==> src/rtl/cpu_pkg.sv <==
// Shared CPU widths and the write-port result record used by the RF write arbiter.
package cpu_pkg;
  localparam int REG_W = 5;
  localparam int XLEN  = 32;
  localparam int NREGS = 32;

  typedef struct packed {
    logic [REG_W-1:0] rd;
    logic [XLEN-1:0]  wd;
  } wb_res_t;

  // Used only by checkers that compare the scoreboard against its counter.
  function automatic int popcount(input logic [NREGS-1:0] v);
    int n;
    n = 0;
    for (int i = 0; i < NREGS; i++) n += int'(v[i]);
    return n;
  endfunction
endpackage

==> src/rtl/rf_wb_arbiter_if.sv <==
// Bundle of WB, MDU, decode and register-file signals around the RF write arbiter.
interface rf_wb_arbiter_if #(parameter int MAX_OUT = 4);
  import cpu_pkg::*;
  localparam int CNT_W = $clog2(MAX_OUT + 1);

  logic             wb_we;
  logic [REG_W-1:0] wb_rd;
  logic [XLEN-1:0]  wb_wd;
  logic             mdu_issue;
  logic [REG_W-1:0] mdu_issue_rd;
  logic             mdu_valid;
  logic [REG_W-1:0] mdu_rd;
  logic [XLEN-1:0]  mdu_wd;
  logic             mdu_ready;
  logic [REG_W-1:0] id_rs1;
  logic [REG_W-1:0] id_rs2;
  logic [REG_W-1:0] id_rd;
  logic             id_rd_we;
  logic             stall;
  logic             RFWr;
  logic [REG_W-1:0] A3;
  logic [XLEN-1:0]  WD;
  logic [CNT_W-1:0] pend_cnt;

  modport master (
    output wb_we, wb_rd, wb_wd, mdu_issue, mdu_issue_rd, mdu_valid, mdu_rd, mdu_wd,
           id_rs1, id_rs2, id_rd, id_rd_we,
    input  mdu_ready, stall, RFWr, A3, WD, pend_cnt
  );

  modport slave (
    input  wb_we, wb_rd, wb_wd, mdu_issue, mdu_issue_rd, mdu_valid, mdu_rd, mdu_wd,
           id_rs1, id_rs2, id_rd, id_rd_we,
    output mdu_ready, stall, RFWr, A3, WD, pend_cnt
  );
endinterface

==> src/rtl/wb_res_fifo.sv <==
// Small FIFO holding MDU results that lost the RF write port to the WB stage.
module wb_res_fifo
  import cpu_pkg::*;
#(
  parameter int DEPTH = 2
) (
  input  logic    clk,
  input  logic    rst_n,
  input  logic    push,
  input  logic    pop,
  input  wb_res_t din,
  output wb_res_t head,
  output logic    empty,
  output logic    full
);
  localparam int AW = $clog2(DEPTH);

  // Extra pointer MSB tells full from empty when the index bits match.
  logic [AW:0] wr_ptr;
  logic [AW:0] rd_ptr;
  wb_res_t     mem [DEPTH];

  always_ff @(posedge clk or negedge rst_n) begin
    if (!rst_n) begin
      wr_ptr <= '0;
      rd_ptr <= '0;
    end else begin
      if (push) wr_ptr <= wr_ptr + 1'b1;
      if (pop)  rd_ptr <= rd_ptr + 1'b1;
    end
  end

  always_ff @(posedge clk) begin
    if (push) mem[wr_ptr[AW-1:0]] <= din;
  end

  assign head  = mem[rd_ptr[AW-1:0]];
  assign empty = (wr_ptr == rd_ptr);
  assign full  = (wr_ptr[AW] != rd_ptr[AW]) && (wr_ptr[AW-1:0] == rd_ptr[AW-1:0]);
endmodule

==> src/rtl/rf_wb_arbiter.sv <==
// Shares the single RF write port between WB and the MDU, and tracks outstanding
// MDU destinations to stall decode on hazards, the outstanding limit and starvation.
module rf_wb_arbiter
  import cpu_pkg::*;
#(
  parameter int DEPTH        = 2,
  parameter int MAX_OUT      = 4,
  parameter int STARVE_LIMIT = 8
) (
  input  logic clk,
  input  logic rst_n,
  rf_wb_arbiter_if.slave bus
);
  localparam int CNT_W = $clog2(MAX_OUT + 1);
  localparam int AGE_W = $clog2(STARVE_LIMIT + 1);
  localparam logic [CNT_W-1:0] CNT_MAX = CNT_W'(MAX_OUT);
  localparam logic [AGE_W-1:0] AGE_MAX = AGE_W'(STARVE_LIMIT);

  logic             wb_gnt;
  logic             port_free;
  logic             ready;
  logic             accept;
  logic             bypass;
  logic             push;
  logic             pop;
  logic             empty;
  logic             full;
  logic             mdu_wr;
  logic             set_pend;
  logic [REG_W-1:0] clr_rd;
  wb_res_t          head;
  wb_res_t          mdu_res;

  logic [NREGS-1:0] pend;
  logic [NREGS-1:0] pend_nxt;
  logic [CNT_W-1:0] cnt;
  logic [CNT_W-1:0] cnt_nxt;
  logic [AGE_W-1:0] age;
  logic [AGE_W-1:0] age_nxt;

  assign mdu_res = '{rd: bus.mdu_rd, wd: bus.mdu_wd};

  wb_res_fifo #(.DEPTH(DEPTH)) u_fifo (
    .clk   (clk),
    .rst_n (rst_n),
    .push  (push),
    .pop   (pop),
    .din   (mdu_res),
    .head  (head),
    .empty (empty),
    .full  (full)
  );

  always_comb begin
    wb_gnt    = bus.wb_we && (bus.wb_rd != '0);
    port_free = !wb_gnt;
    ready     = rst_n && !full;
    accept    = bus.mdu_valid && ready;
    // A result may only skip the FIFO when nothing older is waiting.
    bypass    = accept && (bus.mdu_rd != '0) && empty && port_free;
    push      = accept && (bus.mdu_rd != '0) && !bypass;
    pop       = rst_n && !empty && port_free;
    mdu_wr    = pop || bypass;
    clr_rd    = pop ? head.rd : bus.mdu_rd;
    set_pend  = bus.mdu_issue && (bus.mdu_issue_rd != '0);
  end

  always_comb begin
    bus.RFWr = 1'b0;
    bus.A3   = '0;
    bus.WD   = '0;
    if (rst_n) begin
      if (wb_gnt) begin
        bus.RFWr = 1'b1;
        bus.A3   = bus.wb_rd;
        bus.WD   = bus.wb_wd;
      end else if (!empty) begin
        bus.RFWr = 1'b1;
        bus.A3   = head.rd;
        bus.WD   = head.wd;
      end else if (bypass) begin
        bus.RFWr = 1'b1;
        bus.A3   = bus.mdu_rd;
        bus.WD   = bus.mdu_wd;
      end
    end
  end

  // Set is applied after clear so a re-issue to the retiring register stays pending.
  always_comb begin
    pend_nxt = pend;
    if (mdu_wr)   pend_nxt[clr_rd]           = 1'b0;
    if (set_pend) pend_nxt[bus.mdu_issue_rd] = 1'b1;
    case ({set_pend, mdu_wr})
      2'b10:   cnt_nxt = cnt + 1'b1;
      2'b01:   cnt_nxt = cnt - 1'b1;
      default: cnt_nxt = cnt;
    endcase
    if (empty || pop)        age_nxt = '0;
    else if (age != AGE_MAX) age_nxt = age + 1'b1;
    else                     age_nxt = age;
  end

  always_ff @(posedge clk or negedge rst_n) begin
    if (!rst_n) begin
      pend <= '0;
      cnt  <= '0;
      age  <= '0;
    end else begin
      pend <= pend_nxt;
      cnt  <= cnt_nxt;
      age  <= age_nxt;
    end
  end

  always_comb begin
    bus.stall = rst_n && (
                  ((bus.id_rs1 != '0) && pend[bus.id_rs1]) ||
                  ((bus.id_rs2 != '0) && pend[bus.id_rs2]) ||
                  (bus.id_rd_we && (bus.id_rd != '0) && pend[bus.id_rd]) ||
                  (cnt == CNT_MAX) ||
                  (age >= AGE_MAX));
  end

  assign bus.mdu_ready = ready;
  assign bus.pend_cnt  = cnt;
endmodule

==> src/flat_wrapper.sv <==
// flat-port wrapper written by rule: the top's interface ports become plain ports
module rf_wb_arbiter_flat import cpu_pkg::*;
#(
  parameter int DEPTH        = 2,
  parameter int MAX_OUT      = 4,
  parameter int STARVE_LIMIT = 8
)
  (clk, rst_n, bus_wb_we, bus_wb_rd, bus_wb_wd, bus_mdu_issue, bus_mdu_issue_rd, bus_mdu_valid, bus_mdu_rd, bus_mdu_wd, bus_id_rs1, bus_id_rs2, bus_id_rd, bus_id_rd_we, bus_mdu_ready, bus_stall, bus_RFWr, bus_A3, bus_WD, bus_pend_cnt);
  rf_wb_arbiter_if #(.MAX_OUT(MAX_OUT)) bus_i ();
  input  logic clk;
  input  logic rst_n;
  input wire logic [$bits(bus_i.wb_we)-1:0] bus_wb_we;
  input wire logic [$bits(bus_i.wb_rd)-1:0] bus_wb_rd;
  input wire logic [$bits(bus_i.wb_wd)-1:0] bus_wb_wd;
  input wire logic [$bits(bus_i.mdu_issue)-1:0] bus_mdu_issue;
  input wire logic [$bits(bus_i.mdu_issue_rd)-1:0] bus_mdu_issue_rd;
  input wire logic [$bits(bus_i.mdu_valid)-1:0] bus_mdu_valid;
  input wire logic [$bits(bus_i.mdu_rd)-1:0] bus_mdu_rd;
  input wire logic [$bits(bus_i.mdu_wd)-1:0] bus_mdu_wd;
  input wire logic [$bits(bus_i.id_rs1)-1:0] bus_id_rs1;
  input wire logic [$bits(bus_i.id_rs2)-1:0] bus_id_rs2;
  input wire logic [$bits(bus_i.id_rd)-1:0] bus_id_rd;
  input wire logic [$bits(bus_i.id_rd_we)-1:0] bus_id_rd_we;
  output wire logic [$bits(bus_i.mdu_ready)-1:0] bus_mdu_ready;
  output wire logic [$bits(bus_i.stall)-1:0] bus_stall;
  output wire logic [$bits(bus_i.RFWr)-1:0] bus_RFWr;
  output wire logic [$bits(bus_i.A3)-1:0] bus_A3;
  output wire logic [$bits(bus_i.WD)-1:0] bus_WD;
  output wire logic [$bits(bus_i.pend_cnt)-1:0] bus_pend_cnt;
  assign bus_i.wb_we = bus_wb_we;
  assign bus_i.wb_rd = bus_wb_rd;
  assign bus_i.wb_wd = bus_wb_wd;
  assign bus_i.mdu_issue = bus_mdu_issue;
  assign bus_i.mdu_issue_rd = bus_mdu_issue_rd;
  assign bus_i.mdu_valid = bus_mdu_valid;
  assign bus_i.mdu_rd = bus_mdu_rd;
  assign bus_i.mdu_wd = bus_mdu_wd;
  assign bus_i.id_rs1 = bus_id_rs1;
  assign bus_i.id_rs2 = bus_id_rs2;
  assign bus_i.id_rd = bus_id_rd;
  assign bus_i.id_rd_we = bus_id_rd_we;
  assign bus_mdu_ready = bus_i.mdu_ready;
  assign bus_stall = bus_i.stall;
  assign bus_RFWr = bus_i.RFWr;
  assign bus_A3 = bus_i.A3;
  assign bus_WD = bus_i.WD;
  assign bus_pend_cnt = bus_i.pend_cnt;
  rf_wb_arbiter #(.DEPTH(DEPTH), .MAX_OUT(MAX_OUT), .STARVE_LIMIT(STARVE_LIMIT)) u_core (.clk(clk), .rst_n(rst_n), .bus(bus_i));
endmodule
==> config.mk <==
export PLATFORM = sky130hd
export DESIGN_NAME = rf_wb_arbiter_flat
export DESIGN_NICKNAME = d
export VERILOG_FILES = /design/src/rtl/cpu_pkg.sv /design/src/rtl/rf_wb_arbiter_if.sv /design/src/rtl/wb_res_fifo.sv /design/src/rtl/rf_wb_arbiter.sv /design/src/flat_wrapper.sv
export SDC_FILE = /design/constraint.sdc
export NUM_CORES = 1
export LEC_CHECK = 0
export CORE_MARGIN = 10
export CORE_UTILIZATION = 35
export CTS_CLUSTER_SIZE = 20
export DETAILED_ROUTE_END_ITERATION = 16
export HOLD_SLACK_MARGIN = 0.12
export PLACE_DENSITY = 0.7
export SLEW_MARGIN = 20
export SYNTH_ARGS = -nofsm -noshare
export SYNTH_HDL_FRONTEND = slang
export SYNTH_SLANG_ARGS = --single-unit
==> constraint.sdc <==
create_clock -name clk -period 4.4 [get_ports clk]
set_input_delay 1.1 -clock clk [delete_from_list [all_inputs] [get_ports clk]]
set_output_delay 1.1 -clock clk [all_outputs]
set_load 0.02 [all_outputs]
## Yosys cells after proc, flatten, opt, wreduce, memory -nomap -nowiden

Memories as Yosys holds them, arrays and structs flattened.
Index checks and enable logic that the tools add are counted.
W data, S select, Z words.

| word-level totals | value |
|---|---|
| memories kept | 1 |
| register bits | 43 |
| bits in writable memories | 74 |
| bits of input ports | 100 |

| operators by class | value |
|---|---|
| reduce and logical (&&, ||, !) cells | 36 |
| $add $sub $neg | 5 |
| equality and inequality tests | 7 |
| bitwise gates (word level) | 3 |
| mux-type cells | 30 |
| magnitude comparators | 8 |

Memory list:

| name | depth | bits a word | rd ports | clocked after Yosys merged registers in | wr ports | RTL line | source |
|---|---|---|---|---|---|---|---|
| u_core.u_fifo.mem | 2 | 37 | 1 | 0 | 1 | wb_res_fifo.sv:21 | `wb_res_t mem [DEPTH];` |

Operators by type and width:

| cell | count |
|---|---|
| $mux W32 | 6 |
| $and A32 B32 Y32 | 1 |
| $not A32 Y32 | 1 |
| $or A32 B32 Y32 | 1 |
| $lt A5 B6 Y1 const B | 5 |
| $reduce_bool A5 Y1 | 6 |
| $mux W5 | 5 |
| $logic_and A1 B1 Y1 | 18 |
| $bmux W1 S5 | 3 |
| $mux W1 | 11 |
| $demux W1 S5 | 2 |
| $ge A5 B1 Y1 const B | 2 |
| $mux W4 | 2 |
| $logic_or A1 B1 Y1 | 6 |
| $pmux W3 S2 | 1 |
| $add A2 B1 Y2 const B | 2 |
| $add A4 B1 Y4 const B | 1 |
| $ge A4 B4 Y1 const B | 1 |
| $logic_not A1 Y1 | 4 |
| $ne A4 B4 Y1 const B | 1 |
| $reduce_bool A2 Y1 | 2 |
| $add A3 B1 Y3 const B | 1 |
| $eq A3 B3 Y1 const B | 1 |
| $sub A3 B1 Y3 const B | 1 |
| other kinds (5) | 5 |

## Longest topological paths before layout

| logic depth | value |
|---|---|
| depth after elaboration | 14 |
| depth in mapped cells | 12 |
| mapped depth without buffers | 9 |

## Modules after synthesis

From an unflattened synthesis, not the netlist that was laid out.

| second synthesis, totals | value |
|---|---|
| cells, all modules | 575 |
| area, all modules | 6774.0 um2 |

Modules (own cells, without submodules):

| module | instances | area an instance (um2) | cells an instance |
|---|---|---|---|
| rf_wb_arbiter | 1 | 3903.7 | 445 |
| wb_res_fifo | 1 | 2870.3 | 130 |

## Worst setup path after synthesis

OpenSTA, ideal clock, no wires.

| timing path | value |
|---|---|
| path type | input -> output |
| from | in bus_wb_rd[2] |
| to | out bus_WD[10] |
| path buffers | 2 |
| cell stages on the path | 7 |
| arrival | 3.066 ns |
| setup slack | 0.234 ns |
| path through | or4_4 > o21ai_2 > and3_1 > clkbuf_1 > buf_2 > a221oi_1 > nor3_1 |

| between the ends | value |
|---|---|
| word-level cells in the longest chain between the ends | 8 |

RTL lines:

| what | RTL line | source |
|---|---|---|
| start: declaration | flat_wrapper.sv:13 | `input wire logic [$bits(bus_i.wb_rd)-1:0] bus_wb_rd;` |
| $reduce_bool A5 Y1 (*) | rf_wb_arbiter.sv:55 | `wb_gnt = bus.wb_we && (bus.wb_rd != '0);` |
| $logic_and A1 B1 Y1 (*) | rf_wb_arbiter.sv:55 |  |
| $logic_not A1 Y1 | rf_wb_arbiter.sv:56 | `port_free = !wb_gnt;` |
| $logic_and A1 B1 Y1 | rf_wb_arbiter.sv:60 | `bypass = accept && (bus.mdu_rd != '0) && empty && port_free;` |
| $mux W32 | rf_wb_arbiter.sv:81 | `end else if (bypass) begin` |
| $mux W32 | rf_wb_arbiter.sv:77 | `end else if (!empty) begin` |
| $mux W32 (*) | rf_wb_arbiter.sv:73 | `if (wb_gnt) begin` |
| $mux W32 (*) | rf_wb_arbiter.sv:72 | `if (rst_n) begin` |
| end: declaration | flat_wrapper.sv:28 | `output wire logic [$bits(bus_i.WD)-1:0] bus_WD;` |

Mark *: on every way between the ends. The rest lies on a longest branch, timed or not.

## Final worst setup path

| timing path | value |
|---|---|
| from | in bus_mdu_rd[4] |
| to | out bus_WD[0] |

| between the ends | value |
|---|---|
| word-level cells in the longest chain between the ends | 8 |

RTL lines:

| what | RTL line | source |
|---|---|---|
| start: declaration | flat_wrapper.sv:18 | `input wire logic [$bits(bus_i.mdu_rd)-1:0] bus_mdu_rd;` |
| $reduce_bool A5 Y1 | rf_wb_arbiter.sv:60 |  |
| $logic_and A1 B1 Y1 (3 in series) | rf_wb_arbiter.sv:60 |  |
| $mux W32 | rf_wb_arbiter.sv:81 |  |
| $mux W32 | rf_wb_arbiter.sv:77 |  |
| $mux W32 | rf_wb_arbiter.sv:73 |  |
| $mux W32 | rf_wb_arbiter.sv:72 |  |

No other way between the ends.

==> reports/results.tsv <==
stage	metric	value	unit
clock_network	h-tree-depth	4	
global_route	grt_use_total	16.67	%
power	clkPwrFrac	26.9	%
logic_synthesis	ys.flop_type	edfxtp_1	
logic_synthesis	synth_cells	564	
logic_synthesis	synth_seq_cells	116	
finish	area_growth	40.04	%
clock_network	cts_tree	built	
logic_synthesis	synthSimpleGateAreaFrac	14.92	%
power	p_int	3.370	mW
timing	fmax	227.8	MHz
global_route	antenna_found_initial	0	
logic_synthesis	synth_compound_area_share	13.50	%
floorplanning	dieArea	24500	um2
critical_path	cp_max_fo	20	
timing	finalHoldViolations	0	
power	comb_power_share	39.7	%
route	dr.pass1.iters	5	
timing	fin_crit_sh	99.78	%
finish	final_net_count	834	
floorplanning	io_pins	143	
route	drt_iter0_markers	373	
power	p_total	5.259	mW
floorplanning	row_count	49	
power	switching_share	35.92	%
finish	drive_gt1_share	28.26	%
floorplanning	core_area	18150	um2
finish	design_area	9138	um2
critical_path	cp.arrival	3.29	ns
clock_network	cts_buffers	17	
finish	fin_util	50.35	%
timing	tightest_slew	0.9624	ns
route	final_antenna_net_count	0	
power	pwr-share-seq	33.4	%
logic_synthesis	synthXorXnorAreaFrac	1.611	%
logic_synthesis	seq_area_frac_synth	50.16	%
timing	setup_tns	0	ns
clock_network	holdBufCountCts	0	
critical_path	crit_required	3.30	ns
clock_network	clockBufferDepth	2	
logic_synthesis	synth_top_family_by_area	multiplexers	
logic_synthesis	synth_edf_count	74	
logic_synthesis	ys_types	54	
placement	dpl.hpwl	14990	um
logic_synthesis	syn_area	6525	um2
floorplanning	die_w	156.5	um
logic_synthesis	syn_avg_cell_area	11.57	um2
critical_path	path_class	in -> out	
logic_synthesis	synth_adder_area_share	0.8821	%
critical_path	startpoint_type	primary input	
placement	dpl_cell_area	8522	um2
timing	fin_skew	0.009433	ns
route	vias	5496	
route	drt-total-wl	20090	um
global_route	grt_pass1_wl	32090	um
route	wl_per_cell	20.67	um
global_route	grt_overflow_total	0	
clock_network	post_cts_buffers	0	
critical_path	worstSetupEndpointType	output port	
route	viasPerCell	5.654	
timing	setup-violations-final	0	
logic_synthesis	ys_warn_count	0	
power	power_density	575.6	nW/um2
hold_path	hold_path.class	reg -> reg	
timing	drv_slew	0	
clock_network	cts_sinks	116	
clock_network	clk_latency	0.42	ns
power	leakagePower	3.331	nW
logic_synthesis	muxShareOfSynthArea	16.01	%
status	status	finished, final reports clean	
timing	period_needed	4.390	ns
logic_synthesis	synth_nets	668	
finish	diodes	0	
placement	place_congestion	0.9001	
run	maxCapViolCount	0	
power	ir_worst_vdd	0.3301	mV
global_route	grt_pass1_vias	5699	
clock_network	ctsRootBufferMaster	clkbuf_16	
floorplanning	initial_core_util	35.96	%
timing	rsz0062_at_grt	true	
clock_network	cts.clk_slew.worst_paths	0.05	ns
route	drc	0	
placement	portBuffers	142	
timing	slew_headroom	35.84	%
logic_synthesis	async_reset_ff_share	36.21	%
floorplanning	die_y	156.5	um
global_route	grt_start_max_net_pins	47	
power	p_switching	1.889	mW
synthesized netlist by cell type (all sizes together) (5+ instances only):
master | n | area, um2
edfxtp | 74 | 2222
nand2 | 54 | 202.7
nor2 | 50 | 187.7
dfrtp | 42 | 1051
mux2 | 41 | 461.7
nor3 | 37 | 185.2
a221oi | 36 | 315.3
clkbuf | 32 | 120.1
o2bb2ai | 31 | 271.5
mux2i | 20 | 200.2
mux4 | 17 | 382.9
nand3 | 15 | 75.07
nor2b | 11 | 68.82
buf | 10 | 43.79
o21ai | 10 | 53.80
inv | 7 | 26.28
a21oi | 6 | 30.03
xnor2 | 6 | 52.55
xor2 | 6 | 52.55
nand2b | 5 | 31.28
nand3b | 5 | 37.54
nand4 | 5 | 31.28
final timing paths:
kind,slack [ns],endpoint,start,cells after the start
worst max-delay path,0.01,bus_WD[0],bus_mdu_rd[4],8
worst min-delay path,0.50,u_core.bus.pend_cnt[2],u_core.bus.pend_cnt[2],1
worst max register to register,1.31,u_core.pend[13],u_core.u_fifo.wr_ptr[0],7
worst min register to register,0.50,u_core.bus.pend_cnt[2],u_core.bus.pend_cnt[2],1
max in group asynchronous,3.22,u_core.pend[29],rst_n,2
min in group asynchronous,0.68,u_core.u_fifo.wr_ptr[0],rst_n,2
repair_timing:
action	4_1_cts	5_1_grt
pin swaps	0	4
resized for setup	133	57
endpoints found under the setup margin	39	32
state kept, by name (all words and copies together) (netlist names):
register              flops
u_core.pend              31
u_core.u_fifo.rd_ptr      2
u_core.age                4
u_core.bus.pend_cnt       3
u_core.u_fifo.wr_ptr      2
u_core.u_fifo.mem        74
power by group through the flow:
stage	Clock, mW	Combinational (mW)	Sequential [mW]
2_1_floorplan	0	1.34	1.67
3_3_place_gp	0	2.01	1.74
3_5_place_dp	0	2.05	1.76
4_1_cts	1.43	2.08	1.75
5_1_grt	1.49	2.26	1.79
6_report	1.41	2.09	1.76
worst max-delay path, stage by stage:
cell and delay, ns:
clkdlybuf4s50_1 0.43, or3_4 0.43, o2111a_1 0.27, and3_4 0.21
buf_12 0.16, a221oi_2 0.30, nor3_1 0.07, clkdlybuf4s15_1 0.29
cells in the final DEF, fill, tap and decap left out, types with 3 or more instances in the layout:
cell type | netlist | final
a21oi_1 | 6 | 6
edfxtp_1 | 74 | 74
clkbuf_16 | 0 | 17
dlymetal6s2s_1 | 0 | 3
nand3_1 | 15 | 15
nor2b_1 | 11 | 10
mux2i_1 | 20 | 20
clkinvlp_4 | 0 | 3
nand3b_1 | 5 | 5
o21ai_0 | 9 | 9
nor3_1 | 37 | 36
a221oi_2 | 0 | 20
nand4_1 | 5 | 5
nor2_1 | 50 | 50
mux4_2 | 17 | 17
xor2_1 | 6 | 6
nor3b_1 | 3 | 3
buf_2 | 5 | 13
nand2_1 | 54 | 54
o2bb2ai_1 | 31 | 31
nand2b_1 | 5 | 5
buf_12 | 0 | 7
mux2_2 | 41 | 41
or2_2 | 3 | 3
buf_4 | 0 | 41
clkinv_4 | 0 | 4
inv_6 | 0 | 3
dlygate4sd2_1 | 0 | 3
dfrtp_1 | 42 | 41
clkdlybuf4s50_1 | 0 | 98
a221oi_1 | 36 | 16
xnor2_1 | 6 | 6
clkbuf_2 | 0 | 16
inv_1 | 7 | 7
bufinv_16 | 0 | 3
ha_1 | 3 | 3
clkdlybuf4s15_2 | 0 | 5
area by class of cell:
class | count | area, um2
Sequential cell | 116 | 3274
Timing Repair Buffer | 189 | 1725
Clock buffer | 18 | 429.2
Fill cell | 1565 | 9010
Tap cell | 229 | 286.5
Multi-Input combinational cell | 399 | 3218
Clock inverter | 14 | 177.7
Inverter | 7 | 26.28
kinds of logic (layout without fill, tap and decap cells):
| logic type | after synthesis | after routing |
|---|---|---|
| fa+ha+maj | 4 | 4 |
| buf+inv | 49 | 228 |
| simple gates | 201 | 201 |
| compound gates | 104 | 104 |
| xor+xnor | 12 | 12 |
| mux | 78 | 78 |
| flops | 116 | 116 |
layer usage:
metal  up-vias  GRT usage [%]  wire, um
met5         -              0         0
met4         0          5.438       389
met3        29          4.386      1149
met2       194          28.87     10400
met1      2746          19.72      8154
li1       2527              -         -
per-stage QoR:
stage	setup slack [ns]	std cells	hold WS (ns)
global route	-0.07510	972	0.5478
CTS	-0.005618	972	0.5011
floorplan	0.2335	564	0.4821
finish	0.009899	972	0.5007
detailed placement	-0.4574	940	0.4943
global placement	-0.4495	940	0.4749
(Power assumes the default switching activity.)
